==> src/rtl/debug_mem_master_if.sv <==
// Host byte streams plus the debug-side ports of the instruction and data RAMs.
// The master modport is the debug engine; slave is the host/RAM side.
interface debug_mem_master_if;
  logic        in_valid;
  logic [7:0]  in_data;
  logic        in_ready;
  logic        out_valid;
  logic [7:0]  out_data;
  logic        out_ready;
  logic [31:0] iram_a2;
  logic [31:0] iram_wd2;
  logic [3:0]  iram_we2;
  logic [31:0] iram_rd2;
  logic [31:0] dram_a2;
  logic [31:0] dram_wd2;
  logic [3:0]  dram_we2;
  logic [31:0] dram_rd2;
  logic        cpu_hold;
  logic        busy;

  modport master (
    input  in_valid, in_data, out_ready, iram_rd2, dram_rd2,
    output in_ready, out_valid, out_data,
           iram_a2, iram_wd2, iram_we2,
           dram_a2, dram_wd2, dram_we2,
           cpu_hold, busy
  );

  modport slave (
    output in_valid, in_data, out_ready, iram_rd2, dram_rd2,
    input  in_ready, out_valid, out_data,
           iram_a2, iram_wd2, iram_we2,
           dram_a2, dram_wd2, dram_we2,
           cpu_hold, busy
  );
endinterface

==> src/rtl/debug_mem_master.sv <==
// Packet-decoding debug master: host bytes in, word reads/writes on the RAM
// debug ports, result bytes out; also owns the CPU hold request.
module debug_mem_master #(
  parameter int RD_LATENCY = 1,
  parameter int TIMEOUT    = 65535
) (
  input logic                clk,
  input logic                rst,
  debug_mem_master_if.master bus
);
  typedef enum logic [2:0] {IDLE, ADDR, DATA, WR, RD_WAIT, RESP} state_t;

  localparam logic [1:0]  RD_LAST   = 2'(RD_LATENCY);
  localparam logic [15:0] TMO_LIMIT = 16'(TIMEOUT);
  localparam logic [7:0]  RESP_OK   = 8'hAA;
  localparam logic [7:0]  RESP_ERR  = 8'hEE;

  state_t      state_q, state_d;
  logic        run_q;
  logic [7:0]  op_q;
  logic [1:0]  cnt_q;
  logic [15:0] tmo_q;
  logic [31:0] addr_q;
  logic [23:0] data_q;
  logic [31:0] resp_q;
  logic        resp_word_q;
  logic        accept;
  logic        op_write;
  logic        op_dram;
  logic        tmo_hit;
  logic        last_byte;
  logic        mem_op_in;

  assign accept    = bus.in_valid && bus.in_ready;
  assign op_write  = (op_q == 8'h01) || (op_q == 8'h03);
  assign op_dram   = (op_q == 8'h03) || (op_q == 8'h04);
  assign tmo_hit   = (TIMEOUT != 0) && (tmo_q == TMO_LIMIT);
  assign last_byte = (cnt_q == 2'd3);
  assign mem_op_in = (bus.in_data >= 8'h01) && (bus.in_data <= 8'h04);

  // run_q keeps in_ready low for the first cycle after reset releases
  assign bus.in_ready  = run_q && ((state_q == IDLE) || (state_q == ADDR) || (state_q == DATA));
  assign bus.out_valid = (state_q == RESP);
  assign bus.out_data  = (state_q == RESP) ? resp_q[{cnt_q, 3'b000} +: 8] : 8'h00;
  assign bus.busy      = (state_q != IDLE);

  always_comb begin
    state_d = state_q;
    case (state_q)
      IDLE:    if (accept) state_d = mem_op_in ? ADDR : RESP;
      ADDR: begin
        if (accept && last_byte) state_d = op_write ? DATA : RD_WAIT;
        else if (!accept && tmo_hit) state_d = IDLE;
      end
      DATA: begin
        if (accept && last_byte) state_d = WR;
        else if (!accept && tmo_hit) state_d = IDLE;
      end
      WR:      state_d = RESP;
      RD_WAIT: if (cnt_q == RD_LAST) state_d = RESP;
      RESP:    if (bus.out_ready && (!resp_word_q || last_byte)) state_d = IDLE;
      default: state_d = IDLE;
    endcase
  end

  always_ff @(posedge clk) begin
    if (rst) begin
      state_q      <= IDLE;
      run_q        <= 1'b0;
      op_q         <= 8'h00;
      cnt_q        <= 2'd0;
      tmo_q        <= 16'h0000;
      addr_q       <= 32'h0;
      data_q       <= 24'h0;
      resp_q       <= 32'h0;
      resp_word_q  <= 1'b0;
      bus.iram_a2  <= 32'h0;
      bus.iram_wd2 <= 32'h0;
      bus.iram_we2 <= 4'h0;
      bus.dram_a2  <= 32'h0;
      bus.dram_wd2 <= 32'h0;
      bus.dram_we2 <= 4'h0;
      bus.cpu_hold <= 1'b0;
    end else begin
      run_q   <= 1'b1;
      state_q <= state_d;
      case (state_q)
        IDLE: begin
          cnt_q <= 2'd0;
          tmo_q <= 16'h0000;
          if (accept) begin
            op_q <= bus.in_data;
            case (bus.in_data)
              8'h01, 8'h02, 8'h03, 8'h04: begin end
              8'h10: begin
                bus.cpu_hold <= 1'b1;
                resp_q       <= {24'h0, RESP_OK};
                resp_word_q  <= 1'b0;
              end
              8'h11: begin
                bus.cpu_hold <= 1'b0;
                resp_q       <= {24'h0, RESP_OK};
                resp_word_q  <= 1'b0;
              end
              default: begin
                resp_q      <= {24'h0, RESP_ERR};
                resp_word_q <= 1'b0;
              end
            endcase
          end
        end
        ADDR: begin
          if (accept) begin
            tmo_q  <= 16'h0000;
            cnt_q  <= cnt_q + 2'd1;
            addr_q <= {bus.in_data, addr_q[31:8]};
            // Reads present the address as soon as the last byte lands
            if (last_byte && !op_write) begin
              if (op_dram) bus.dram_a2 <= {bus.in_data, addr_q[31:8]} & 32'hFFFF_FFFC;
              else         bus.iram_a2 <= {bus.in_data, addr_q[31:8]} & 32'hFFFF_FFFC;
            end
          end else begin
            tmo_q <= tmo_q + 16'h0001;
          end
        end
        DATA: begin
          if (accept) begin
            tmo_q  <= 16'h0000;
            cnt_q  <= cnt_q + 2'd1;
            data_q <= {bus.in_data, data_q[23:8]};
            if (last_byte) begin
              if (op_dram) begin
                bus.dram_a2  <= addr_q & 32'hFFFF_FFFC;
                bus.dram_wd2 <= {bus.in_data, data_q};
                bus.dram_we2 <= 4'hF;
              end else begin
                bus.iram_a2  <= addr_q & 32'hFFFF_FFFC;
                bus.iram_wd2 <= {bus.in_data, data_q};
                bus.iram_we2 <= 4'hF;
              end
            end
          end else begin
            tmo_q <= tmo_q + 16'h0001;
          end
        end
        WR: begin
          bus.iram_we2 <= 4'h0;
          bus.dram_we2 <= 4'h0;
          resp_q       <= {24'h0, RESP_OK};
          resp_word_q  <= 1'b0;
        end
        RD_WAIT: begin
          // cnt_q counts cycles since the address was presented
          if (cnt_q == RD_LAST) begin
            resp_q      <= op_dram ? bus.dram_rd2 : bus.iram_rd2;
            resp_word_q <= 1'b1;
            cnt_q       <= 2'd0;
          end else begin
            cnt_q <= cnt_q + 2'd1;
          end
        end
        RESP: begin
          if (bus.out_ready) cnt_q <= cnt_q + 2'd1;
        end
        default: begin end
      endcase
    end
  end
endmodule
==> src/flat_wrapper.sv <==
// flat-port wrapper written by rule: the top's interface ports become plain ports
module debug_mem_master_flat 
#(
  parameter int RD_LATENCY = 1,
  parameter int TIMEOUT    = 65535
)
  (clk, rst, bus_in_valid, bus_in_data, bus_out_ready, bus_iram_rd2, bus_dram_rd2, bus_in_ready, bus_out_valid, bus_out_data, bus_iram_a2, bus_iram_wd2, bus_iram_we2, bus_dram_a2, bus_dram_wd2, bus_dram_we2, bus_cpu_hold, bus_busy);
  debug_mem_master_if bus_i ();
  input logic clk;
  input logic rst;
  input wire logic [$bits(bus_i.in_valid)-1:0] bus_in_valid;
  input wire logic [$bits(bus_i.in_data)-1:0] bus_in_data;
  input wire logic [$bits(bus_i.out_ready)-1:0] bus_out_ready;
  input wire logic [$bits(bus_i.iram_rd2)-1:0] bus_iram_rd2;
  input wire logic [$bits(bus_i.dram_rd2)-1:0] bus_dram_rd2;
  output wire logic [$bits(bus_i.in_ready)-1:0] bus_in_ready;
  output wire logic [$bits(bus_i.out_valid)-1:0] bus_out_valid;
  output wire logic [$bits(bus_i.out_data)-1:0] bus_out_data;
  output wire logic [$bits(bus_i.iram_a2)-1:0] bus_iram_a2;
  output wire logic [$bits(bus_i.iram_wd2)-1:0] bus_iram_wd2;
  output wire logic [$bits(bus_i.iram_we2)-1:0] bus_iram_we2;
  output wire logic [$bits(bus_i.dram_a2)-1:0] bus_dram_a2;
  output wire logic [$bits(bus_i.dram_wd2)-1:0] bus_dram_wd2;
  output wire logic [$bits(bus_i.dram_we2)-1:0] bus_dram_we2;
  output wire logic [$bits(bus_i.cpu_hold)-1:0] bus_cpu_hold;
  output wire logic [$bits(bus_i.busy)-1:0] bus_busy;
  assign bus_i.in_valid = bus_in_valid;
  assign bus_i.in_data = bus_in_data;
  assign bus_i.out_ready = bus_out_ready;
  assign bus_i.iram_rd2 = bus_iram_rd2;
  assign bus_i.dram_rd2 = bus_dram_rd2;
  assign bus_in_ready = bus_i.in_ready;
  assign bus_out_valid = bus_i.out_valid;
  assign bus_out_data = bus_i.out_data;
  assign bus_iram_a2 = bus_i.iram_a2;
  assign bus_iram_wd2 = bus_i.iram_wd2;
  assign bus_iram_we2 = bus_i.iram_we2;
  assign bus_dram_a2 = bus_i.dram_a2;
  assign bus_dram_wd2 = bus_i.dram_wd2;
  assign bus_dram_we2 = bus_i.dram_we2;
  assign bus_cpu_hold = bus_i.cpu_hold;
  assign bus_busy = bus_i.busy;
  debug_mem_master #(.RD_LATENCY(RD_LATENCY), .TIMEOUT(TIMEOUT)) u_core (.clk(clk), .rst(rst), .bus(bus_i));
endmodule
==> config.mk <==
export PLATFORM = sky130hd
export DESIGN_NAME = debug_mem_master_flat
export DESIGN_NICKNAME = d
export VERILOG_FILES = /design/src/rtl/debug_mem_master_if.sv /design/src/rtl/debug_mem_master.sv /design/src/flat_wrapper.sv
export SDC_FILE = /design/constraint.sdc
export NUM_CORES = 1
export LEC_CHECK = 0
export ABC_AREA = 0
export CORE_MARGIN = 2
export CORE_UTILIZATION = 56
export CTS_CLUSTER_DIAMETER = 30
export DETAILED_ROUTE_END_ITERATION = 6
export PLACE_DENSITY = 0.95
export SLEW_MARGIN = 5
export SYNTH_ARGS = -nofsm -noshare
export SYNTH_HDL_FRONTEND = slang
export SYNTH_SLANG_ARGS = --single-unit
==> constraint.sdc <==
create_clock -name clk -period 5.1 [get_ports clk]
set_input_delay 1.02 -clock clk [delete_from_list [all_inputs] [get_ports clk]]
set_output_delay 1.02 -clock clk [all_outputs]
set_load 0.05 [all_outputs]
==> impl_metrics.ini, run 1 <==
[setup_path]
path_cells = nand3b_1 > nor2b_1 > clkdlybuf4s50_1
reg2regPathDepth = 6
cp.arrival_ns = 3.02
critPathBufInv = 1
cp-end-kind = output port
critPathKind = reg2out
critical_path_required_ns = 4.08
worstReg2RegEnd = u_core.bus.dram_a2[24]
critPathSlowestCell = clkdlybuf4s50_1
r2r_start = u_core.cnt_q[0]
path_max_fanout = 20
critPathTopFamily = simple AND/OR/NAND/NOR gates
slowest_delay_ns = 0.85
r2r_slack_ns = 1.54
start_kind = flop

[drt]
vias = 10650
drt-initial-drc-count = 1328
antenna_left = 0
drc = 0
routed_wl_um = 34990
dr.pass1.iters = 6
vias_per_cell = 6.389
routedWlPerCell_um = 20.99

[synthesis]
yosysWarnings = 0
yosys_most_used_dff = dfxtp_1
synthesis.area_um2 = 11150
async_flop_share_pct = 0
seq_area_frac_synth_pct = 43.83
synthTopCellsByCount = 244 x dfxtp_1, 169 x a21oi_1, 139 x nand2_1
synth_edf_count = 0
synth_area_leaders = dfxtp_1 44%, a21oi_1 7.6%, mux2i_1 5.7%
yosysUniqueCellTypes = 69
synth-seq-cells = 244
avgSynthCellArea_um2 = 9.181
yosys.area.top_type_share_pct = 43.83
synthCells = 1214
synth.most_common_cell = dfxtp_1
synth_top_area_cell = dfxtp_1

[sta]
report.final.slew_viol_count = 0
rsz0062_at_grt = false
finalWorstPathRequiredPeriod_ns = 4.044
period_share_pct = 79.29
slew_headroom_pct = 17.36
finClkSkew_ns = 0.02990
worst_pin_slew_ns = 1.231
hold_viol = 0
tns_ns = 0
hold_ws_ns = 0.4583
max_freq_mhz = 247.3
setup_viol = 0

[floorplanning]
core_um2 = 19530
fp-row-count = 51
die-area_um2 = 21050
die_w_um = 145.1
start_util_pct = 57.08
pin_count = 224
die_h_um = 145.1

[power]
leakage_nw = 5.167
p_per_area_nw_per_um2 = 374.9
peakVddDrop_uv = 306.0

[cells_and_area]
syn_to_final_growth_pct = 32.78
post-route-cell-area_um2 = 14800
nets = 1446
drive_gt1_share_pct = 12.21

[grt]
grt_max_degree = 122
grt_overflow_total = 0
grt_first_pass_wirelength_um = 55340
grt_pass1_vias = 10250
grt_antenna_before_repair = 1
grt_use_total_pct = 31.83

[hold_path]
hp-start = u_core.resp_q[22]
whs_endpoint = u_core.resp_q[22]
worstHoldPathType = reg2reg
holdPathStages = 1

[placed_design]
placedInstanceArea_um2 = 13220
dp_hpwl_um = 20930
portBuffers = 219
routabilityCongestion = 0.8656

[clock_network]
cts_tree = built
cts-root-buf = clkbuf_16
cts_resized = 0
clkLatencyLatePin_ns = 0.55
hold_buffers = 0
post_cts_buffers = 0
cts.sinks = 244
clock_path_buffers = 3
path_clk_slew_ns = 0.05
numCtsBuffers = 43
h-tree-depth = 2

[run_status]
status = complete, no violations

[job]
drv_cap = 0
-- worst reg2reg max path: stages, from the launching register on --
cell and delay [ns]:
dfxtp_1 0.72, ha_1 0.40, nand4b_1 0.37, a311oi_4 0.34, buf_4 0.39, and2_1 0.95, a211oi_1 0.22
-- stage by stage --
| stage | setup WS (ns) | power, mW | util [%] | instances |
|---|---|---|---|---|
| floorplan | 2.264 | 2.350 | - | 1217 |
| global placement | 1.275 | 2.475 | 67.72 | 1586 |
| detailed placement | 1.185 | 2.490 | 67.72 | 1586 |
| CTS | 1.092 | 5.549 | 75.78 | 1666 |
| global route | 0.9170 | 5.682 | 75.79 | 1667 |
| finish | 1.056 | 5.548 | 75.79 | 1667 |
-- power by group --
group | internal, mW | switching, mW | total (mW)
registers | 1.94 | 0.0538 | 1.99
logic | 0.181 | 0.295 | 0.475
clock network | 2.01 | 1.07 | 3.08
total | 4.13 | 1.42 | 5.55
-- how the worst max path moves through the flow --
stage | start | to | slack, ns | cells past startpoint
final | u_core.state_q[0] | bus_out_data[1] | 1.06 | 3
after detailed placement | bus_in_valid | u_core.bus.dram_a2[30] | 1.19 | 6
after global placement | bus_in_valid | u_core.bus.dram_a2[29] | 1.28 | 6
after floorplan | u_core.cnt_q[0] | bus_out_data[0] | 2.26 | 3
after CTS | u_core.state_q[0] | bus_out_data[1] | 1.09 | 3
after global routing | u_core.state_q[0] | bus_out_data[1] | 0.92 | 3
-- cell usage in the layout, fill, tap and decap left out, drive strengths merged, types with 6 or more instances in the layout --
cell type and instances:
dfxtp 244, clkdlybuf4s50 218, a21oi 170, nand2 139
mux2i 64, nor2 52, clkbuf 46, nand3 44
o21ai 44, nor2b 38, o211ai 37, a211oi 37
o41ai 32, mux2 32, o2bb2ai 26, buf 16
inv 14, clkinv 12, clkinvlp 10, a311oi 10
nor3 10, mux4 8, bufinv 8, or3 8
nor4 7, nand3b 6, and2 6
-- state kept, by name (all words and copies together), names as in the netlist --
signal,cells
u_core.bus.dram_wd2,32
u_core.bus.iram_wd2,32
u_core.resp_q,32
u_core.addr_q,30
u_core.bus.dram_a2,30
u_core.bus.iram_a2,30
u_core.data_q,24
u_core.tmo_q,16
u_core.op_q,8
u_core.state_q,3
u_core.cnt_q,2
u_core.bus.cpu_hold,1
u_core.bus.dram_we2,1
u_core.bus.iram_we2,1
u_core.resp_word_q,1
u_core.run_q,1
-- layer usage --
layer  share of wire (%)  up-vias  global-route usage (%)
met5                   0        -                       0
met4                 3.6        0                   12.99
met3                  11      114                   7.201
met2                  47      727                   52.17
met1                  38     5094                   40.73
li1                    -     4716                       -
-- area by class of cell --
type / instances / area, um^2
antenna: 1 / 2.502
tap: 265 / 331.6
clock buffer: 46 / 1107
inverter: 10 / 37.54
fill: 1120 / 4727
sequential: 244 / 4885
multi-input combinational: 833 / 5652
clock inverter: 34 / 465.4
timing repair buffer: 234 / 2318
-- kinds of logic after synthesis --
| family | Yosys count | share of synthesized area (%) |
|---|---|---|
| simple gates | 339 | 14.74 |
| other cells | 1 | 0.03365 |
| flops | 244 | 43.83 |
| mux | 104 | 10.60 |
| xor+xnor | 1 | 0.07860 |
| compound gates | 381 | 24.16 |
| fa+ha+maj | 4 | 0.4491 |
| buf+inv | 140 | 6.118 |
No activity file was read; power rests on OpenSTA's default activity.
==> run 2: changes to the inputs <==
--- a/config.mk
+++ b/config.mk
@@ -7,10 +7,10 @@
 export LEC_CHECK = 0
 export ABC_AREA = 0
 export CORE_MARGIN = 2
-export CORE_UTILIZATION = 56
+export CORE_UTILIZATION = 52
 export CTS_CLUSTER_DIAMETER = 30
 export DETAILED_ROUTE_END_ITERATION = 6
-export PLACE_DENSITY = 0.95
+export PLACE_DENSITY = 0.9
 export SLEW_MARGIN = 5
 export SYNTH_ARGS = -nofsm -noshare
 export SYNTH_HDL_FRONTEND = slang
==> constraint.sdc (replaced) <==
create_clock -name clk -period 3.75 [get_ports clk]
set_input_delay 0.75 -clock clk [delete_from_list [all_inputs] [get_ports clk]]
set_output_delay 0.75 -clock clk [all_outputs]
set_load 0.05 [all_outputs]
==> impl_metrics.ini, run 2 (same netlist as run 1, synthesis figures left out) <==
[grt]
grt_first_pass_wirelength_um = 51850
grt_use_total_pct = 28.56
grt_pass1_vias = 10120
grt_overflow_total = 0
grt_antenna_before_repair = 1
grt_max_degree = 202

[drt]
routedWlPerCell_um = 19.75
vias = 10360
vias_per_cell = 6.094
drt-initial-drc-count = 974
antenna_left = 0
dr.pass1.iters = 5
drc = 0
routed_wl_um = 33570

[job]
drv_cap = 0

[floorplanning]
die_w_um = 150.4
pin_count = 224
fp-row-count = 53
core_um2 = 21020
start_util_pct = 53.02
die_h_um = 150.4
die-area_um2 = 22620

[sta]
finalWorstPathRequiredPeriod_ns = 3.472
hold_viol = 0
rsz0062_at_grt = false
period_share_pct = 92.59
finClkSkew_ns = 0.03480
setup_viol = 0
tns_ns = 0
max_freq_mhz = 288.0
report.final.slew_viol_count = 0
worst_pin_slew_ns = 0.9370
slew_headroom_pct = 37.53

[clock_network]
clock_path_buffers = 3
post_cts_buffers = 0
hold_buffers = 0
numCtsBuffers = 48
clkLatencyLatePin_ns = 0.56
cts-root-buf = clkbuf_16
cts_tree = built
cts_resized = 0
path_clk_slew_ns = 0.06
h-tree-depth = 2
cts.sinks = 244

[power]
power_frac_comb_pct = 8.5
p_per_area_nw_per_um2 = 531.3
switching_power_mw = 2.021
p_int_mw = 6.009
pwr-share-seq_pct = 33.5
leakage_nw = 5.356
peakVddDrop_uv = 364.0
sw_frac_of_total_pct = 25.17
p_clk_share_pct = 58.1
finalPower_mw = 8.030

[placed_design]
dp_hpwl_um = 20810
routabilityCongestion = 0.8917
portBuffers = 219

[run_status]
status = complete, no violations

[cells_and_area]
drive_gt1_share_pct = 13.48
layout_common_cells = 244 x dfxtp_1, 218 x clkdlybuf4s50_1, 169 x a21oi_1
reg_top3 = u_core.bus.dram_wd2 x32, u_core.bus.iram_wd2 x32, u_core.resp_q x32
multi_input_area_um2 = 5652
register_area_um2 = 4885
nFillCells = 1375
syn_to_final_growth_pct = 35.62
layout_commonest_cell = dfxtp_1
nets = 1465

[setup_path]
critical_path_required_ns = 3.00
path_max_fanout = 11
cp.arrival_ns = 2.72
start_kind = flop
cp-end-kind = output port
critPathKind = reg2out

[hold_path]
worstHoldPathType = reg2reg
==> run 2: cell types whose count changed in the layout (fill, tap and decap cells not counted) <==
cell,previous run,this run
clkinv_8,2,0
clkbuf_1,1,3
clkinv_2,5,3
buf_4,14,28
clkinv_4,4,3
bufinv_16,8,9
inv_6,3,13
inv_16,1,2
clkbuf_16,43,49
clkinvlp_4,10,4
==> run 2: power by group through the flow <==
stage / sequential (mW) / combinational (mW) / clock, mW
detailed placement: 2.74 / 0.668 / 0
finish: 2.69 / 0.679 / 4.66
floorplan: 2.71 / 0.484 / 0
global placement: 2.74 / 0.657 / 0
global route: 2.69 / 0.728 / 4.81
CTS: 2.69 / 0.674 / 4.68
==> run 2: through the flow <==
stage | hold slack, ns | util [%] | std cells | worst slack, ns | instance area (um^2)
2_1_floorplan | 0.4271 | - | 1217 | 1.184 | 11160
3_3_place_gp | 0.4405 | 63.47 | 1610 | 0.6587 | 13340
5_1_grt | 0.4708 | 71.89 | 1699 | 0.1292 | 15110
6_report | 0.4558 | 71.91 | 1700 | 0.2781 | 15120
3_5_place_dp | 0.4454 | 63.47 | 1610 | 0.5485 | 13340
4_1_cts | 0.4533 | 71.89 | 1699 | 0.2433 | 15110
==> run 2: final cells by class <==
cell class / instances / area share [%]
inverters: 10 / 0.2483
flip-flops and latches: 244 / 32.32
clock inverters: 35 / 3.352
diodes: 1 / 0.01655
clock buffers: 54 / 8.369
well taps: 275 / 2.276
repair buffers: 248 / 16.03
multi-input cells: 833 / 37.39
==> run 2: critical path: stages (launching register included) <==
cell             delay [ns]
dfxtp_1                0.72
mux4_2                 0.57
nor2b_1                0.17
clkdlybuf4s50_1        0.73
==> run 2: worst paths after layout <==
kind	from	slack [ns]	endpoint	depth (start not counted)
max	u_core.cnt_q[0]	0.28	bus_out_data[6]	3
min	u_core.addr_q[9]	0.46	u_core.addr_q[9]	2
max reg2reg	u_core.cnt_q[0]	0.68	u_core.bus.dram_a2[20]	6
min reg2reg	u_core.addr_q[9]	0.46	u_core.addr_q[9]	2
==> run 2: per-layer routing <==
metal | track usage, % | routed length, um | vias up
met2 | 47.05 | 15650 | 551
met1 | 35.46 | 13200 | 4916
li1 | - | - | 4775
met3 | 6.758 | 3343 | 118
met5 | 0 | 0 | -
met4 | 13.07 | 1379 | 0
